**config.mk**
```make
export PLATFORM = sky130hd
export DESIGN_NAME = nibble_byte_fifo
export DESIGN_NICKNAME = d
export VERILOG_FILES = /design/src/rtl/nibble_byte_fifo.sv
export SDC_FILE = /design/constraint.sdc
export NUM_CORES = 1
export LEC_CHECK = 0
export ABC_AREA = 1
export BUFFER_PORTS_ARGS = -buffer_cell sky130_fd_sc_hd__buf_2
export CAP_MARGIN = 20
export CORE_ASPECT_RATIO = 1.1
export CORE_UTILIZATION = 35
export DETAILED_ROUTE_END_ITERATION = 7
export SYNTH_ARGS = -nofsm -noshare
export SYNTH_HDL_FRONTEND = slang
export SYNTH_SLANG_ARGS = --single-unit
```
**constraint.sdc**
```tcl
create_clock -name clk -period 3.56 [get_ports clk]
set_input_delay 0.534 -clock clk [delete_from_list [all_inputs] [get_ports clk]]
set_output_delay 0.534 -clock clk [all_outputs]
set_load 0.01 [all_outputs]
```
**src/rtl/nibble_byte_fifo.sv**
```systemverilog
// nibble_byte_fifo: packs pairs of nibbles into bytes and stores them in a small FIFO.
// The valid and toggle pins are asynchronous levels. Each pin goes through a
// two-flop synchroniser and a rising-edge detector. Each valid edge offers one
// nibble, and each toggle edge pops the head byte.
// Optional feature: define NIBFIFO_OVF_FLAG_EN to get a sticky overflow flag on ovf.
module nibble_byte_fifo #(
    parameter int NIB_W = 4,
    parameter int DEPTH = 4
) (
    input  logic                       clk,
    input  logic                       reset,
    input  logic [NIB_W-1:0]           din,
    input  logic                       valid,
    input  logic                       toggle,
    output logic [2*NIB_W-1:0]         dout,
    output logic [$clog2(DEPTH+1)-1:0] count,
    output logic                       full,
    output logic                       empty,
    output logic                       ovf
);

    localparam int CW = $clog2(DEPTH+1);
    localparam int PW = $clog2(DEPTH);

    localparam logic [0:0] HI_WAIT = 1'b0;
    localparam logic [0:0] LO_WAIT = 1'b1;

    logic [2:0]         v_sync, t_sync;
    logic               live0, live1;
    logic               v_arm, t_arm;
    logic               vstb, tstb;
    logic [0:0]         state;
    logic [NIB_W-1:0]   upper;
    logic               push, push_ok, pop_ok;
    logic [PW-1:0]      wr_ptr, rd_ptr;
    logic [2*NIB_W-1:0] mem [DEPTH];

    // Synchronise both pins and arm each edge detector only after a real low
    // sample, so a pin already high at reset release never produces a strobe.
    always_ff @(posedge clk or posedge reset) begin
        if (reset) begin
            v_sync <= '0;
            t_sync <= '0;
            live0  <= 1'b0;
            live1  <= 1'b0;
            v_arm  <= 1'b0;
            t_arm  <= 1'b0;
        end else begin
            v_sync <= {v_sync[1:0], valid};
            t_sync <= {t_sync[1:0], toggle};
            live0  <= 1'b1;
            live1  <= live0;
            if (live1 && !v_sync[1]) v_arm <= 1'b1;
            if (live1 && !t_sync[1]) t_arm <= 1'b1;
        end
    end

    // Rising-edge strobes; FIFO pop and push qualification.
    always_comb begin
        vstb    = v_sync[1] & ~v_sync[2] & v_arm;
        tstb    = t_sync[1] & ~t_sync[2] & t_arm;
        push    = (state == LO_WAIT) && vstb;
        pop_ok  = tstb && (count != '0);
        push_ok = push && (!full || pop_ok);
    end

    // Assembler: the first nibble becomes the upper half, the second completes the byte.
    always_ff @(posedge clk or posedge reset) begin
        if (reset) begin
            state <= HI_WAIT;
            upper <= '0;
        end else if (vstb) begin
            if (state == HI_WAIT) begin
                upper <= din;
                state <= LO_WAIT;
            end else begin
                state <= HI_WAIT;
            end
        end
    end

    // Pointers and occupancy; a push into a full FIFO without a pop is dropped.
    always_ff @(posedge clk or posedge reset) begin
        if (reset) begin
            wr_ptr <= '0;
            rd_ptr <= '0;
            count  <= '0;
        end else begin
            if (push_ok) wr_ptr <= wr_ptr + 1'b1;
            if (pop_ok)  rd_ptr <= rd_ptr + 1'b1;
            case ({push_ok, pop_ok})
                2'b10:   count <= count + 1'b1;
                2'b01:   count <= count - 1'b1;
                default: count <= count;
            endcase
        end
    end

    // Storage is not reset; its contents are hidden while count is zero.
    always_ff @(posedge clk) begin
        if (push_ok) mem[wr_ptr] <= {upper, din};
    end

    // Registered head byte, lagging pointer and count changes by one clock.
    always_ff @(posedge clk or posedge reset) begin
        if (reset) dout <= '0;
        else       dout <= empty ? '0 : mem[rd_ptr];
    end

    // Status flags derived from the registered count.
    always_comb begin
        full  = (count == CW'(DEPTH));
        empty = (count == '0);
    end

`ifdef NIBFIFO_OVF_FLAG_EN
    logic ovf_q;

    // Sticky overflow flag, set by a dropped push and held until reset.
    always_ff @(posedge clk or posedge reset) begin
        if (reset)                    ovf_q <= 1'b0;
        else if (push && !push_ok)    ovf_q <= 1'b1;
    end

    assign ovf = ovf_q;
`else
    assign ovf = 1'b0;
`endif

endmodule
```
==> impl_metrics.toml <==
[run_status]
status = "completed"

[worst_setup_path]
cp.required_ns = 3.03
worst-path-max-fanout = 9
worstSetupPathType = "reg2out"
crit_family = "buffers and inverters"
cp.arrival_ns = 1.42
end_kind = "primary output"
worstPathCellList = "nor2_4 > nand2_2 > clkinv_1 > buf_2"
slowest_stage = "dfrtp_1"
slowest_delay_ns = 0.45
start_kind = "flip-flop"
cp.buffers_inverters = 2

[synth]
post_synth_mux_area_share_pct = 1.83
ys_types = 30
netlist_instances = 192
synth-seq-area-share_pct = 69.7
async_flop_share_pct = 48.4
netlist_area_mm2 = 0.00246
avgSynthCellArea_um2 = 12.8
yosys-top-cells-count = "41 x nor2_1, 32 x edfxtp_1, 30 x dfrtp_1"
yosys-top-cells-area = "edfxtp_1 39%, dfrtp_1 31%, nor2_1 6.3%, o21ai_0 3.3%, inv_1 2.6%"
synth_top_area_cell = "edfxtp_1"
synth_enable_flop_cells = 32
netlist.area_leader.share_pct = 39.1
synthFlopType = "edfxtp_1"
synthXorXnorAreaFrac_pct = 1.07
yosysWarnings = 0
yosys.area_share.adder_pct = 2.85
yosysMostFrequentCell = "nor2_1"
synth_simple_gate_area_share_pct = 12.7
synth_top_family_by_area = "simple AND/OR/NAND/NOR gates"
synthesis.nets = 205
ys_seq_elements = 62
synth-compound-area-share_pct = 6.83

[routing]
drt_wl_total_um = 4050
drt_iter0_markers = 94
post_drt_wl_per_cell_um = 13.2
viasPerCell = 4.53
drc = 0
antenna_left = 0
dr.pass1.iters = 4
vias = 1386

[power]
power_mw = 2.22
power_switching_share_pct = 32.2
power_frac_seq_pct = 47.3
switching_power_mw = 0.715
pwr-share-comb_pct = 24.3
p_per_area_mw_per_mm2 = 781
max-vdd-ir-drop_v = 0.000266
p_leak_nw = 1.18
p_int_mw = 1.51
clockPowerShare_pct = 28.4

[timing]
worst_slew_pin_slew_ns = 0.686
finalSetupTns_ns = 0
fin_crit_sh_pct = 55.0
min_period_ns = 1.96
hold_viol_final = 0
slew_headroom_pct = 54.1
setup_viol = 0
fmax_mhz = 511
final.setup_skew_ns = 0.00823
rsz0062_at_grt = "no"
maxSlewViolCount = 0

[clock_network]
cts_tree = "built"
clockBufferDepth = 2
cts_hold_buffers = 0
postCtsSetupBuffers = 0
cts-root-buf = "clkbuf_8"
cts.clk_slew.worst_paths_ns = 0.07
insertion_delay_ns = 0.34
cts_resized = 0
cts_made_buffers = 9
htreeDepth = 3
cts_num_sinks = 62

[floorplanning]
die_w_um = 81.9
dieHeight_um = 89.9
initial_core_util_pct = 36.8
io_pins = 22
fp-row-count = 31
core_area_mm2 = 0.00667
dieArea_mm2 = 0.00736

[cells_and_area]
nets = 232
drive_above_1_share_pct = 24.1
syn2layout_area_growth_pct = 16.0
diodes = 0

[place]
gp_congestion = 0.730
dp_hpwl_um = 2760
io_buffers = 20

[grt]
grt_pass1_wl_um = 6980
grt_pass1_vias = 1418
grt_max_degree = 31
overflow = 0
antenna_found_initial = 0
grt_use_total_pct = 13.1

[worst_hold_path]
hp-class = "in2async"

[flow_run]
maxCapViolCount = 0
per-stage QoR:
step / instances / cell area (µm²) / worst slack, ns / hold slack, ns / util [%]
4_1_cts: 306 / 2850 / 1.56 / 0.280 / 42.7
3_5_place_dp: 290 / 2630 / 1.81 / 0.336 / 39.5
3_3_place_gp: 290 / 2630 / 1.85 / 0.332 / 39.5
2_1_floorplan: 192 / 2460 / 2.00 / 0.331 / -
5_1_grt: 306 / 2850 / 1.51 / 0.287 / 42.7
6_report: 306 / 2850 / 1.60 / 0.266 / 42.7
power groups by stage:
stage	clock [mW]	combinational [mW]	sequential, mW
floorplan	0	0.410	1.03
global placement	0	0.545	1.06
detailed placement	0	0.551	1.07
CTS	0.646	0.551	1.06
global route	0.679	0.629	1.08
finish	0.632	0.540	1.05
cell usage in the layout, fill, tap and decap left out:
master / n
nor2_1: 41
edfxtp_1: 32
dfrtp_1: 30
buf_2: 20
inv_1: 17
o21ai_0: 16
clkbuf_8: 11
a21oi_1: 10
mux2_2: 4
ha_1: 4
nand2_2: 3
nand2_4: 3
xor2_1: 3
nand2_1: 3
nand3_1: 3
nand4_1: 2
nor2_4: 2
o21bai_1: 2
conb_1: 2
clkbuf_16: 2
clkbuf_1: 2
clkinv_1: 1
inv_2: 1
inv_4: 1
nand4_4: 1
clkinv_2: 1
o21ai_4: 1
nand3_4: 1
a31oi_1: 1
nor2_2: 1
fa_1: 1
clkinvlp_4: 1
buf_4: 1
final cells by class:
cell class	instances	area, µm²
clock buffers	15	209
clock inverters	1	7.51
fillers	630	3820
inverters	21	82.6
multi-input cells	104	629
flip-flops and latches	62	1710
well taps	82	103
repair buffers	21	108
path summary, 6_finish.rpt:
check	start	end	slack (ns)	cells past startpoint
setup / recovery	count[1]$_DFFE_PP0P_	empty	1.60	4
hold / removal	reset	dout[5]$_DFF_PP0_	0.27	3
setup reg to reg	v_sync[2]$_DFF_PP0_	mem[1][3]$_DFFE_PP_	1.83	5
hold reg to reg	live0$_DFF_PP0_	live1$_DFF_PP0_	0.35	0
max in group asynchronous	reset	upper[3]$_DFFE_PP0P_	3.01	3
min in group clk	toggle	t_sync[0]$_DFF_PP0_	0.30	1
state kept, by name, summed over array words and instances (netlist names):
name / count
live0: 1
state: 1
count: 3
v_sync: 3
t_arm: 1
live1: 1
v_arm: 1
dout: 8
t_sync: 3
mem: 32
upper: 4
wr_ptr: 2
rd_ptr: 2
routing by layer:
metal	vias to the layer above	global-route usage, %	share of wire, %
li1	687	-	-
met1	671	16.9	47
met2	18	19.4	47
met3	10	3.96	2.9
met4	0	7.46	2.5
met5	-	0	0
logic make-up after synthesis:
group	after synthesis
simple gates	60
other cells	2
compound gates	30
flops	62
buf+inv	26
mux	4
fa+ha+maj	5
xor+xnor	3
worst register-to-register path: stages (launching register included):
cell and delay, ns:
dfrtp_1 0.36, inv_1 0.12, nand4_4 0.12, clkinv_2 0.13, o21ai_4 0.10, nor2_1 0.54
No activity file was read; power rests on OpenSTA's default activity.
